**src/rtl/pll_ssc_gen.sv**
```systemverilog
// pll_ssc_gen: spread-spectrum modulator that ramps a fractional-N divide ratio {ratio, fraction}
// Ports: clk_i, rst_i (sync, active-high); ssc_en_i, ratio_i, fraction_i, frac_step_i,
// cyc_to_peak_m1_i, center_i configure the sweep; tick_i paces it; ratio_o/fraction_o with
// upd_valid_o/upd_ready_i carry updates to the PLL; ovr_o pulses when an unaccepted update is
// overwritten; active_o is high outside IDLE.
// Build option: PLL_SSC_CENTER_SPREAD_EN enables center-spread (adds FALL_B and a counter bit).
module pll_ssc_gen #(
  parameter int RATIO_W = 10,
  parameter int FRAC_W  = 24,
  parameter int CNT_W   = 9
) (
  input  logic               clk_i,
  input  logic               rst_i,
  input  logic               ssc_en_i,
  input  logic [RATIO_W-1:0] ratio_i,
  input  logic [FRAC_W-1:0]  fraction_i,
  input  logic [FRAC_W-1:0]  frac_step_i,
  input  logic [CNT_W-1:0]   cyc_to_peak_m1_i,
  input  logic               center_i,
  input  logic               tick_i,
  input  logic               upd_ready_i,
  output logic               upd_valid_o,
  output logic [RATIO_W-1:0] ratio_o,
  output logic [FRAC_W-1:0]  fraction_o,
  output logic               ovr_o,
  output logic               active_o
);
  localparam int W = RATIO_W + FRAC_W;
`ifdef PLL_SSC_CENTER_SPREAD_EN
  localparam int CW = CNT_W + 1;
  typedef enum logic [2:0] {IDLE, FALL_A, RISE, FALL_B, RETURN} state_e;
  logic center_q, center_d;
`else
  localparam int CW = CNT_W;
  typedef enum logic [2:0] {IDLE, FALL_A, RISE, RETURN} state_e;
  logic unused_center;
  assign unused_center = center_i;
`endif
  state_e state_q, state_d, after_rise;
  logic signed [W:0] off_q, off_d, off_up, off_dn, step_x;
  logic [W:0] mag;
  logic [CW-1:0] cnt_q, cnt_d, lim;
  logic [W-1:0] n_q, n_d, n_sel, out_q, out_d;
  logic [FRAC_W-1:0] step_q, step_d;
  logic [CNT_W-1:0] k_q, k_d;
  logic signed [W+1:0] sum;
  logic last, load, ret_done, valid_q, ovr_q;
  always_comb begin
    step_x = $signed({{(W+1-FRAC_W){1'b0}}, step_q});
    off_up = off_q + step_x;
    off_dn = off_q - step_x;
    mag = off_q[W] ? -off_q : off_q;
    ret_done = mag <= step_x;
`ifdef PLL_SSC_CENTER_SPREAD_EN
    after_rise = center_q ? FALL_B : FALL_A;
    // center-spread rises for 2K ticks: last count is 2K-1 = {K-1, 1}
    lim = (state_q == RISE && center_q) ? {k_q, 1'b1} : {1'b0, k_q};
`else
    after_rise = FALL_A;
    lim = k_q;
`endif
    last = cnt_q == lim;
    load = 1'b0;
    state_d = state_q;
    off_d = off_q;
    if (tick_i)
      case (state_q)
        IDLE: begin
          off_d = '0;
          load = ssc_en_i;
          state_d = ssc_en_i ? FALL_A : IDLE;
        end
        FALL_A: begin
          off_d = ssc_en_i ? off_dn : off_q;
          state_d = !ssc_en_i ? RETURN : last ? RISE : FALL_A;
        end
        RISE: begin
          off_d = ssc_en_i ? off_up : off_q;
          state_d = !ssc_en_i ? RETURN : last ? after_rise : RISE;
          load = ssc_en_i && last && after_rise == FALL_A;
        end
`ifdef PLL_SSC_CENTER_SPREAD_EN
        FALL_B: begin
          // the final FALL_B step lands on OFF=0, so dropping enable there goes straight to IDLE
          off_d = (ssc_en_i || last) ? off_dn : off_q;
          state_d = last ? (ssc_en_i ? FALL_A : IDLE) : ssc_en_i ? FALL_B : RETURN;
          load = ssc_en_i && last;
        end
`endif
        RETURN: begin
          off_d = ret_done ? '0 : off_q[W] ? off_up : off_dn;
          state_d = ret_done ? IDLE : RETURN;
        end
        default: state_d = IDLE;
      endcase
    cnt_d = !tick_i ? cnt_q : (state_d != state_q) ? '0 : cnt_q + CW'(1);
    n_d = load ? {ratio_i, fraction_i} : n_q;
    step_d = load ? frac_step_i : step_q;
    k_d = load ? cyc_to_peak_m1_i : k_q;
`ifdef PLL_SSC_CENTER_SPREAD_EN
    center_d = load ? center_i : center_q;
`endif
    // IDLE follows the live nominal ratio; ramps use the shadowed one
    n_sel = state_q == IDLE ? {ratio_i, fraction_i} : n_q;
    sum = $signed({2'b00, n_sel}) + $signed({off_d[W], off_d});
    out_d = !tick_i ? out_q : sum[W+1] ? '0 : sum[W] ? '1 : sum[W-1:0];
  end
  always_ff @(posedge clk_i)
    if (rst_i) begin
      state_q <= IDLE;
      off_q <= '0;
      cnt_q <= '0;
      n_q <= '0;
      step_q <= '0;
      k_q <= '0;
`ifdef PLL_SSC_CENTER_SPREAD_EN
      center_q <= 1'b0;
`endif
      out_q <= '0;
      valid_q <= 1'b0;
      ovr_q <= 1'b0;
    end else begin
      state_q <= state_d;
      off_q <= off_d;
      cnt_q <= cnt_d;
      n_q <= n_d;
      step_q <= step_d;
      k_q <= k_d;
`ifdef PLL_SSC_CENTER_SPREAD_EN
      center_q <= center_d;
`endif
      out_q <= out_d;
      valid_q <= tick_i || (valid_q && !upd_ready_i);
      ovr_q <= tick_i && valid_q && !upd_ready_i;
    end
  assign ratio_o = out_q[W-1:FRAC_W];
  assign fraction_o = out_q[FRAC_W-1:0];
  assign upd_valid_o = valid_q;
  assign ovr_o = ovr_q;
  assign active_o = state_q != IDLE;
endmodule

```
**config.mk**
```make
export PLATFORM = sky130hd
export DESIGN_NAME = pll_ssc_gen
export DESIGN_NICKNAME = d
export VERILOG_FILES = /design/src/rtl/pll_ssc_gen.sv
export SDC_FILE = /design/constraint.sdc
export NUM_CORES = 1
export LEC_CHECK = 0
export BUFFER_PORTS_ARGS = -buffer_cell sky130_fd_sc_hd__buf_2
export CORE_MARGIN = 10
export CORE_UTILIZATION = 45
export DETAILED_ROUTE_END_ITERATION = 6
export GPL_TIMING_DRIVEN = 0
export PLACE_DENSITY = 0.65
export SLEW_MARGIN = 20
export SYNTH_ARGS = -nofsm -noshare
export SYNTH_HDL_FRONTEND = slang
export SYNTH_SLANG_ARGS = --single-unit
```
**constraint.sdc**
```tcl
create_clock -name clk_i -period 23.6 [get_ports clk_i]
set_input_delay 2.36 -clock clk_i [delete_from_list [all_inputs] [get_ports clk_i]]
set_output_delay 2.36 -clock clk_i [all_outputs]
set_load 0.005 [all_outputs]
```
# Yosys cells after proc, flatten, opt, wreduce, memory -nomap -nowiden
# Index checks and enable logic that the tools add are counted.
# totals
register_bits,150
latch_bits,0
ram_bits,0
rom_bits,0
inputBits,73
out_inout_bits,37
elab_cells,49
memories,0
# op_classes
n_addsub,5
multipliers,0
div,0
order_cmp,1
eq_ne,5
shifts,0
mux,21
n_bitwise,0
n_reduce_logical,8
# ops
cell,count
two-way mux 35 bit,6
case mux 35 bit (4 select lines),1
two-way mux 34 bit,3
adder 35 x 35 -> 36 bit,1
adder 35 x 25 -> 35 bit,1
less-or-equal comparator 35 x 24 -> 1 bit,1
negator 35 bit,1
subtractor 35 x 25 -> 35 bit,1
two-way mux 2 bit,5
adder 9 x 1 -> 9 bit (second input constant),1
== test 9 bit,1
two-way mux 9 bit,1
case mux 2 bit (4 select lines),1
== test 3 x 2 -> 1 bit (second input constant),2
logical AND 1 bit,4
== test 3 x 1 -> 1 bit (second input constant),1
logical NOT 3 bit,1
two-way mux 3 bit,1
!= test 3 bit,1
nonzero test 3 bit,1
two-way mux 1 bit,2
case mux 1 bit (2 select lines),1
logical NOT 1 bit,1
logical OR 1 bit,1

# Depth between registers and ports, before layout
# logic_depth
depth_word,9
ltp_mapped,33
mapped_depth_nobuf,30

# Least setup slack after synthesis
# OpenSTA, ideal clock, no wires.
# synth_timing
path_kind,register -> register
from,register off_q[34]
to,register out_q[10]
setup_ns,0.119
arrival_time_ns,7.621
required_ns,23.481
setup_slack_ns,15.860
stages_incl_launch_ff,32
n_path_buf,8
period_less_slack_ns,7.740
path_cell_list,dfxtp_1 clkbuf_1 buf_1 buf_1 clkbuf_1 clkbuf_1 clkbuf_1 o21ai_0 xnor2_1 ha_1 nand3_1 nor4_1 a32oi_1 or4_1 a211oi_1 a31oi_1 clkbuf_1 a221o_1 a22o_1 ha_1 and4_1 nand3_1 and3b_1 a211o_1 o31ai_1 a21oi_1 a41oi_1 a21oi_1 nor3_1 or2_1 buf_2 o21ai_1
# synth_between
elab_chain_cells,9
word_cells_on_any_way,14
classes_between,4 x add/sub; 1 x order compare; 9 x mux
# synth_rtl
element,line_no,source
"start, declared",40,"logic signed [W:0] off_q, off_d, off_up, off_dn, step_x;"
"start signal, assigned",111,off_q <= '0;
"start signal, assigned",124,off_q <= off_d;
negator 35 bit,52,mag = off_q[W] ? -off_q : off_q;
two-way mux 35 bit,52,
less-or-equal comparator 35 x 24 -> 1 bit,53,ret_done = mag <= step_x;
two-way mux 35 bit *,91,off_d = ret_done ? '0 : off_q[W] ? off_up : off_dn;
case mux 35 bit (4 select lines) *,67,case (state_q)
two-way mux 35 bit *,66,if (tick_i)
via off_d[21],40,
adder 35 x 35 -> 36 bit *,105,"sum = $signed({2'b00, n_sel}) + $signed({off_d[W], off_d});"
two-way mux 34 bit,106,out_d = !tick_i ? out_q : sum[W+1] ? '0 : sum[W] ? '1 : sum[W-1:0];
two-way mux 34 bit *,106,
"end signal, assigned",132,out_q <= out_d;
"end, declared",43,"logic [W-1:0] n_q, n_d, n_sel, out_q, out_d;"
# Mark *: on every way through the listed nets, which the timed path passes. The rest lies on a longest branch.
# A chain may end at the register's enable or synchronous reset.

# Final worst setup path
# layout_timing
from,register off_q[34]
to,register out_q[13]
# The elaborated chain is that of the path after synthesis.

==> flow_summary.toml <==
[logic_synthesis]
yosys.cell_count.top_type = "sky130_fd_sc_hd__nand2_1"
postSynthCellCount = 1821
syn_area_um2 = 13300
synth-edff-count = 0
yosys.cell_types.count = 84
synth_top_area_share_pct = 22.6
synthTopCellsByArea = "sky130_fd_sc_hd__dfxtp_1, sky130_fd_sc_hd__ha_1, sky130_fd_sc_hd__nand2_1"
synth-main-ff-cell = "sky130_fd_sc_hd__dfxtp_1"
asyncSetResetFlopFracSynth_pct = 0
syn-num-nets = 2004
synth_warnings = 0
syn-mean-instance-area_um2 = 7.29
synth_common_cells = "sky130_fd_sc_hd__nand2_1, sky130_fd_sc_hd__a21oi_1, sky130_fd_sc_hd__dfxtp_1, sky130_fd_sc_hd__nor2_1, sky130_fd_sc_hd__ha_1"
synth_seq_cells = 150
yosysSeqAreaShare_pct = 22.6
synth_largest_area_cell = "sky130_fd_sc_hd__dfxtp_1"

[timing]
setup_failing_eps_final = 0
tightestPinTransition_ns = 1.27
finalHoldWorstSlack_ns = 0.442
min_period_over_period_pct = 52.3
worst_slew_margin_rel_pct = 14.7
timing.final.hold_violations = 0
max_freq_mhz = 80.9
tns_ns = 0
post-route-min-period_ns = 12.35
final.setup_skew_ns = 0.0188
maxSlewViolCount = 0
rsz_0062_raised_after_global_routing = "false"

[cts]
ctsRootBufferMaster = "sky130_fd_sc_hd__clkbuf_16"
clock_insertion_delay_worst_skew_ns = 0.46
postCtsResizedCells = 0
tritoncts = "done"
cts_inserted_buffers = 17
cts.repair_timing.setup_buffer_count = 0
ctsHtreeMaxLevel = 4
number_of_buffers_on_the_longest_clock_path = 2
postCtsHoldBufs = 0
clk_pin_slew_worst_paths_ns = 0.07
cts_sinks = 150

[pwr]
power-per-cell-area_nw_per_um2 = 71.5
p_leak_nw = 6.31
worst_ir_drop_vdd_mv = 0.0557

[global_routing]
grt.total_usage_pct = 27.9
antenna_found_initial = 1
overflow_left_after_global_routing = 0
grt_max_degree = 17
grt_pass1_vias = 13900
grt_pass1_wl_um = 80100

[worst_setup_path]
required_ns = 23.94
critical_path_peak_fanout = 10
cpMaxStageDelayCell = "sky130_fd_sc_hd__clkbuf_1"
worst_path_most_repeated_cell = "sky130_fd_sc_hd__clkbuf_1"
critical_path_buf_inv_count = 8
r2r_slack_ns = 11.25
critPathKind = "reg2reg"
cp_slowest_stage_delay_ns = 0.81
critPathCaptureType = "flip-flop"
timing.critical_path.max_delay_family = "buffers and inverters"
worstSetupStartpointType = "flip-flop"
arrival_ns = 12.70

[route]
drt_drc_violations_left = 0
routedWlPerCell_um = 22.3
dr.pass1.iters = 6
initialDrtViolationCount = 1575
post_drt_via_cell_ratio = 6.19
vias = 14500
wirelength_um = 52300
detail-route-antenna-nets = 0

[die]
area_of_the_core_region_um2 = 28900
std_cell_rows = 62
die-width_um = 192
floorplan.die_area_um2 = 36800
die_height_um = 192
initial_utilization_pct = 45.9
boundaryPins = 110

[placed_design]
finalWeightedCongestion = 0.997
hpwl_um = 40700
io_buffer_count = 107
placement.cell_area_um2 = 14300

[final_layout]
ant_cells = 0
flow.area_growth_from_synthesis_pct = 12.2
post-route-cell-area_um2 = 14900
finalCoreUtilization_pct = 51.5
multi_input_comb_area_um2 = 9600
layout-drive-gt1-share_pct = 10.5
layout.filler_cells = 2948
register_area_um2 = 3000
finalNetCount = 2130

[outcome]
run_status = "complete, no violations"

[flow_run]
maxCapViolations = 0

[worst_hold_path]
worst_min_path_class = "reg2reg"
-- stage by stage --
stage	cells	worst slack, ns	total power, mW
floorplan	1821	15.86	0.624
global placement	2312	11.71	0.768
detailed placement	2312	11.66	0.771
CTS	2344	11.62	1.06
global route	2344	10.83	1.12
finish	2344	11.25	1.07
-- kinds of logic (layout without fill, tap and decap cells) --
family / Yosys count / after routing / share of synthesized area, %
multiplexers: 56 / 56 / 4.57
adder cells (fa/ha/maj): 110 / 110 / 10.5
flip-flops: 150 / 150 / 22.6
AO/OA/AOI/OAI: 556 / 556 / 27.2
XOR/XNOR: 93 / 93 / 6.19
buffers and inverters: 179 / 318 / 5.19
AND/OR/NAND/NOR: 677 / 677 / 23.7
-- final timing paths --
kind                                   to  cells past startpoint       from
worst max-delay path            out_q[13]                     31  off_q[34]
worst min-delay path             out_q[0]                      2   out_q[0]
worst max register to register  out_q[13]                     31  off_q[34]
worst min register to register   out_q[0]                      2   out_q[0]
-- power by group --
group	internal, mW	total, mW	switching, mW	leakage, nW
Combinational	0.179	0.488	0.309	4.80
Sequential	0.275	0.293	0.0188	1.22
Clock	0.154	0.284	0.130	0.285
-- placed cells by master (no fill, tap or decap), types with 29 or more instances in the layout --
master                     Yosys  routed
sky130_fd_sc_hd__nand2_1     282     282
sky130_fd_sc_hd__xnor2_1      65      65
sky130_fd_sc_hd__a21oi_1     182     182
sky130_fd_sc_hd__clkbuf_1     96      96
sky130_fd_sc_hd__o21ai_1      32      32
sky130_fd_sc_hd__and2_1       41      41
sky130_fd_sc_hd__nor2_1      150     150
sky130_fd_sc_hd__nand3_1      29      29
sky130_fd_sc_hd__dfxtp_1     150     150
sky130_fd_sc_hd__inv_1        63      63
sky130_fd_sc_hd__buf_2         5     112
sky130_fd_sc_hd__mux2_2       37      37
sky130_fd_sc_hd__ha_1        107     107
sky130_fd_sc_hd__o21ai_0      84      84
-- routing by layer --
layer | global-route usage [%] | up-vias | routed length (um)
met5 | 0 | - | 11
met4 | 9.41 | 2 | 1790
met3 | 7.11 | 132 | 4990
met2 | 44.4 | 714 | 23300
met1 | 36.0 | 6838 | 22200
li1 | - | 6821 | -
-- sequential cells by signal, indices dropped and copies added, names as in the netlist --
register / cells
off_q: 35
n_q: 34
out_q: 34
step_q: 24
cnt_q: 9
k_q: 9
state_q: 3
ovr_o: 1
upd_valid_o: 1
-- area by class of cell --
class,count,share of cell area [%]
Sequential cell,150,20.1
Tap cell,384,3.22
Buffer,115,3.01
Clock buffer,19,3.04
Clock inverter,13,0.924
Multi-Input combinational cell,1492,64.4
Timing Repair Buffer,107,3.59
Inverter,64,1.61
-- tightest hold or removal path, delay by kind of cell, from the launching register on --
family	cells	cell delay [ns]
and+or+nand+nor	1	0.04
AOI/OAI and AO/OA	1	0.05
DFF	1	0.31
(Power assumes the default switching activity.)
